<file path="src/rtl/multiplier.sv">
// Pipelined unsigned DATA_LEN x DATA_LEN multiplier keeping the low DATA_LEN bits.
// Input register, PIPELINE_STAGE further stages, then a registered result: latency PIPELINE_STAGE+1.
module multiplier #(
  parameter int DATA_LEN       = 32,
  parameter int PIPELINE_STAGE = 2
) (
  input  logic                clk,
  input  logic                reset,
  input  logic [DATA_LEN-1:0] a,
  input  logic [DATA_LEN-1:0] b,
  output logic [DATA_LEN-1:0] result
);

  localparam int HALF = DATA_LEN / 2;

  logic [DATA_LEN-1:0] a_d, a_q;
  logic [DATA_LEN-1:0] b_d, b_q;

  always_comb begin
    a_d = a;
    b_d = b;
  end

  always_ff @(posedge clk or posedge reset) begin
    if (reset) begin
      a_q <= '0;
      b_q <= '0;
    end else begin
      a_q <= a_d;
      b_q <= b_d;
    end
  end

  generate
    if (PIPELINE_STAGE == 0) begin : g_direct
      logic [DATA_LEN-1:0] res_d, res_q;

      always_comb res_d = a_q * b_q;

      always_ff @(posedge clk or posedge reset) begin
        if (reset) res_q <= '0;
        else       res_q <= res_d;
      end

      assign result = res_q;
    end else begin : g_split
      // Split b into halves: two narrower partial products, summed one stage later.
      // Both partials are already truncated to DATA_LEN, so the sum wraps correctly.
      logic [DATA_LEN-1:0] lo_d, lo_q;
      logic [DATA_LEN-1:0] hi_d, hi_q;
      logic [DATA_LEN-1:0] chain_d [PIPELINE_STAGE];
      logic [DATA_LEN-1:0] chain_q [PIPELINE_STAGE];

      always_comb begin
        lo_d       = a_q * {{(DATA_LEN-HALF){1'b0}}, b_q[HALF-1:0]};
        hi_d       = a_q * {b_q[DATA_LEN-1:HALF], {HALF{1'b0}}};
        chain_d[0] = lo_q + hi_q;
        for (int i = 1; i < PIPELINE_STAGE; i++) chain_d[i] = chain_q[i-1];
      end

      always_ff @(posedge clk or posedge reset) begin
        if (reset) begin
          lo_q <= '0;
          hi_q <= '0;
          for (int i = 0; i < PIPELINE_STAGE; i++) chain_q[i] <= '0;
        end else begin
          lo_q <= lo_d;
          hi_q <= hi_d;
          for (int i = 0; i < PIPELINE_STAGE; i++) chain_q[i] <= chain_d[i];
        end
      end

      assign result = chain_q[PIPELINE_STAGE-1];
    end
  endgenerate

endmodule

</file>
<file path="config.mk">
export PLATFORM = sky130hd
export DESIGN_NAME = multiplier
export DESIGN_NICKNAME = d
export VERILOG_FILES = /design/src/rtl/multiplier.sv
export SDC_FILE = /design/constraint.sdc
export NUM_CORES = 1
export LEC_CHECK = 0
export CORE_UTILIZATION = 53
export DETAILED_ROUTE_END_ITERATION = 6
export DONT_BUFFER_PORTS = 1
export PLACE_DENSITY_LB_ADDON = 0.08
export SETUP_SLACK_MARGIN = 0.4
export SKIP_LAST_GASP = 1
export SYNTH_ARGS = -nofsm -noshare
export SYNTH_HDL_FRONTEND = slang
export SYNTH_SLANG_ARGS = --single-unit
</file>
<file path="constraint.sdc">
create_clock -name clk -period 8.3 [get_ports clk]
set_input_delay 1.66 -clock clk [delete_from_list [all_inputs] [get_ports clk]]
set_output_delay 1.66 -clock clk [all_outputs]
set_load 0.01 [all_outputs]
</file>
==> impl_metrics.tcl <==
set metrics [dict create \
    slew_violations 0 \
    root_buffer_master "clkbuf_16" \
    die_h_um 199 \
    yosys-top-cells-area "fa_1 (38%), dfrtp_1 (21%), inv_1 (8.7%), ha_1 (7.9%), and2_1 (6.4%)" \
    setup_viol 0 \
    layout_min_cycle_time_ps 7040 \
    cts.sink_count 176 \
    synthArstFlopShare 1.00 \
    most-common-layout-cells "inv_1 (473), fa_1 (385), nand2_1 (343)" \
    worst_tran_pin_value_ps 1150 \
    tritoncts_clock_tree "built" \
    crit_path_start_kind "flip-flop" \
    cp_slowest_stage_delay_ps 930 \
    maximum_number_of_pins_on_one_net_before_global_route_repair 104 \
    clk_pin_slew_worst_paths_ps 60 \
    global_route_wire_length_before_repair_um 77800 \
    flip_flop_and_latch_count_after_synthesis 176 \
    synthesis.instances 2100 \
    ant_nets 0 \
    h-tree-depth 4 \
    timing.critical_path.buf_inv 4 \
    drive_gt1_frac 0.0282 \
    pin_count 98 \
    fmax_mhz 142 \
    avgSynthCellArea_um2 9.77 \
    cp_top_family "adder cells" \
    clkLatencyLatePin_ps 470 \
    layout_commonest_cell "inv_1" \
    synth_top_area_frac 0.376 \
    cells_along_the_critical_path "buf_4, nand2_1, fa_1, fa_1, fa_1, inv_1, fa_1, fa_1, inv_1, fa_1, inv_1, ha_1, nand3_1, a2111oi_0, o31ai_1, a31oi_1, o41ai_2, o311ai_1" \
    worstPathArrival_ps 7350 \
    route.detailed.drc 0 \
    design.core.area_um2 37800 \
    cpMaxStageDelayCell "dfrtp_1" \
    synth-main-ff-cell "dfrtp_1" \
    wl_um 46800 \
    syn_to_final_growth_pct 4.97 \
    vias_per_cell 5.13 \
    yosys_warnings 0 \
    diodes_inserted 0 \
    cts_hold_buffers 0 \
    dieArea_um2 39500 \
    most_used_cell_cp "fa_1" \
    global_placer_s_final_weighted_congestion 0.867 \
    vias 13200 \
    synth_enable_flop_cells 0 \
    crit_fanout 21 \
    syn-num-nets 2680 \
    gr-total-overflow 0 \
    hold_class "flip-flop to flip-flop" \
    die_width_um 199 \
    nNetsFinal 2627 \
    crit_path_end_kind "flip-flop" \
    final.setup.tns_ps 0 \
    yosys.cell_types.count 48 \
    setup.worst_path.class "flip-flop to flip-flop" \
    max-clock-path-buffers 2 \
    initialDrtViolationCount 718 \
    fin_worst_skew_ps 21.1 \
    grt_usage 0.264 \
    synth.cell_area_um2 20500 \
    hold_violations 0 \
    post_cts.resized_instances 0 \
    status "completed" \
    ys_seq_area_frac 0.215 \
    initial_core_util 0.542 \
    placementRows 71 \
    max_cap_viol_count 0 \
    cts-buffers-inserted 17 \
    final.period_utilization 0.849 \
    worst_slew_margin_rel 0.232 \
    first_global_vias 14600 \
    setup_repair_after_global_routing_missed_its_margin "no" \
    grt_antenna_before_repair 2 \
    n_fill_cell 3440 \
    dr.pass1.iters 7 \
    hpwlAfterDp_um 36000 \
    io_buffers 0 \
    post-cts-setup-buffer-count 0 \
    post_drt_wl_per_cell_um 18.2 \
    synth_area_leader_cell "fa_1" \
    worst-endpoint-required_ps 8600 \
]
==> routing by layer <==
| layer | wire [um] | global-route usage | vias to the layer above |
|---|---|---|---|
| met4 | 678 | 0.0655 | 2 |
| met3 | 3010 | 0.0549 | 49 |
| li1 | - | - | 5986 |
| met1 | 21200 | 0.369 | 6808 |
| met5 | 8 | 0 | - |
| met2 | 21900 | 0.420 | 330 |
==> cell families (layout without fill, tap and decap cells) <==
group / after synthesis / in the layout / share of synthesized area
simple gates: 627 / 627 / 0.146
buf+inv: 562 / 520 / 0.103
fa+ha+maj: 514 / 514 / 0.454
flops: 176 / 176 / 0.215
compound gates: 115 / 115 / 0.0373
xor+xnor: 106 / 106 / 0.0452
==> worst paths after layout <==
kind	start	to	slack (ps)	cells after the start
worst max-delay path	b_q[2]	g_split.lo_q[30]	1260	18
worst min-delay path	g_split.chain_d[14]	result[14]	340	0
worst max register to register	b_q[2]	g_split.lo_q[30]	1260	18
worst min register to register	g_split.chain_d[14]	result[14]	340	0
max in group asynchronous	reset	b_q[25]	5720	2
min in group asynchronous	reset	result[6]	1150	1
==> sequential cells by signal (all words and copies together), names as in the netlist <==
name,flops
a_q,32
b_q,32
g_split.chain_d,32
g_split.lo_q,32
result,32
g_split.hi_q,16
==> stage by stage <==
stage | hold WS, ps | setup slack (ps) | instances | area [um^2] | util
6_report | 341 | 1260 | 2569 | 21500 | 0.569
5_1_grt | 352 | 991 | 2569 | 21500 | 0.569
4_1_cts | 341 | 1220 | 2569 | 21500 | 0.569
3_5_place_dp | 335 | 1240 | 2539 | 21000 | 0.554
3_3_place_gp | 332 | 1190 | 2539 | 21000 | 0.554
2_1_floorplan | 331 | 1870 | 2100 | 20500 | -
==> cell usage after synthesis (2+ instances only) <==
cell type / n
a2111oi_0: 3
a211oi_1: 4
a21o_1: 10
a21oi_1: 39
a21oi_2: 2
a31o_1: 2
a31oi_1: 3
a41oi_1: 2
and2_1: 211
and3_1: 4
and4_1: 2
clkbuf_1: 88
dfrtp_1: 176
fa_1: 385
ha_1: 129
inv_1: 474
nand2_1: 343
nand2b_1: 5
nand3_1: 9
nand4_1: 2
nor2_1: 28
nor2b_1: 4
nor3_1: 6
o211ai_1: 3
o21a_1: 7
o21ai_0: 15
o21ai_1: 4
o21bai_1: 5
o22ai_1: 2
o31ai_1: 2
o41ai_1: 3
o41ai_2: 2
or2_2: 4
or3_1: 3
or4_1: 2
xnor2_1: 88
xor2_1: 18
==> final cells by class <==
class | instances | area, um^2 | area share
Inverter | 474 | 1790 | 0.0830
Clock inverter | 11 | 130 | 0.00604
Tap cell | 511 | 639 | 0.0297
Clock buffer | 19 | 453 | 0.0210
Timing Repair Buffer | 16 | 120 | 0.00558
Multi-Input combinational cell | 1362 | 14000 | 0.650
Sequential cell | 176 | 4400 | 0.204
Power is not shown: default switching activity piles up to over one toggle a cycle in this logic, so the estimate is an artifact.
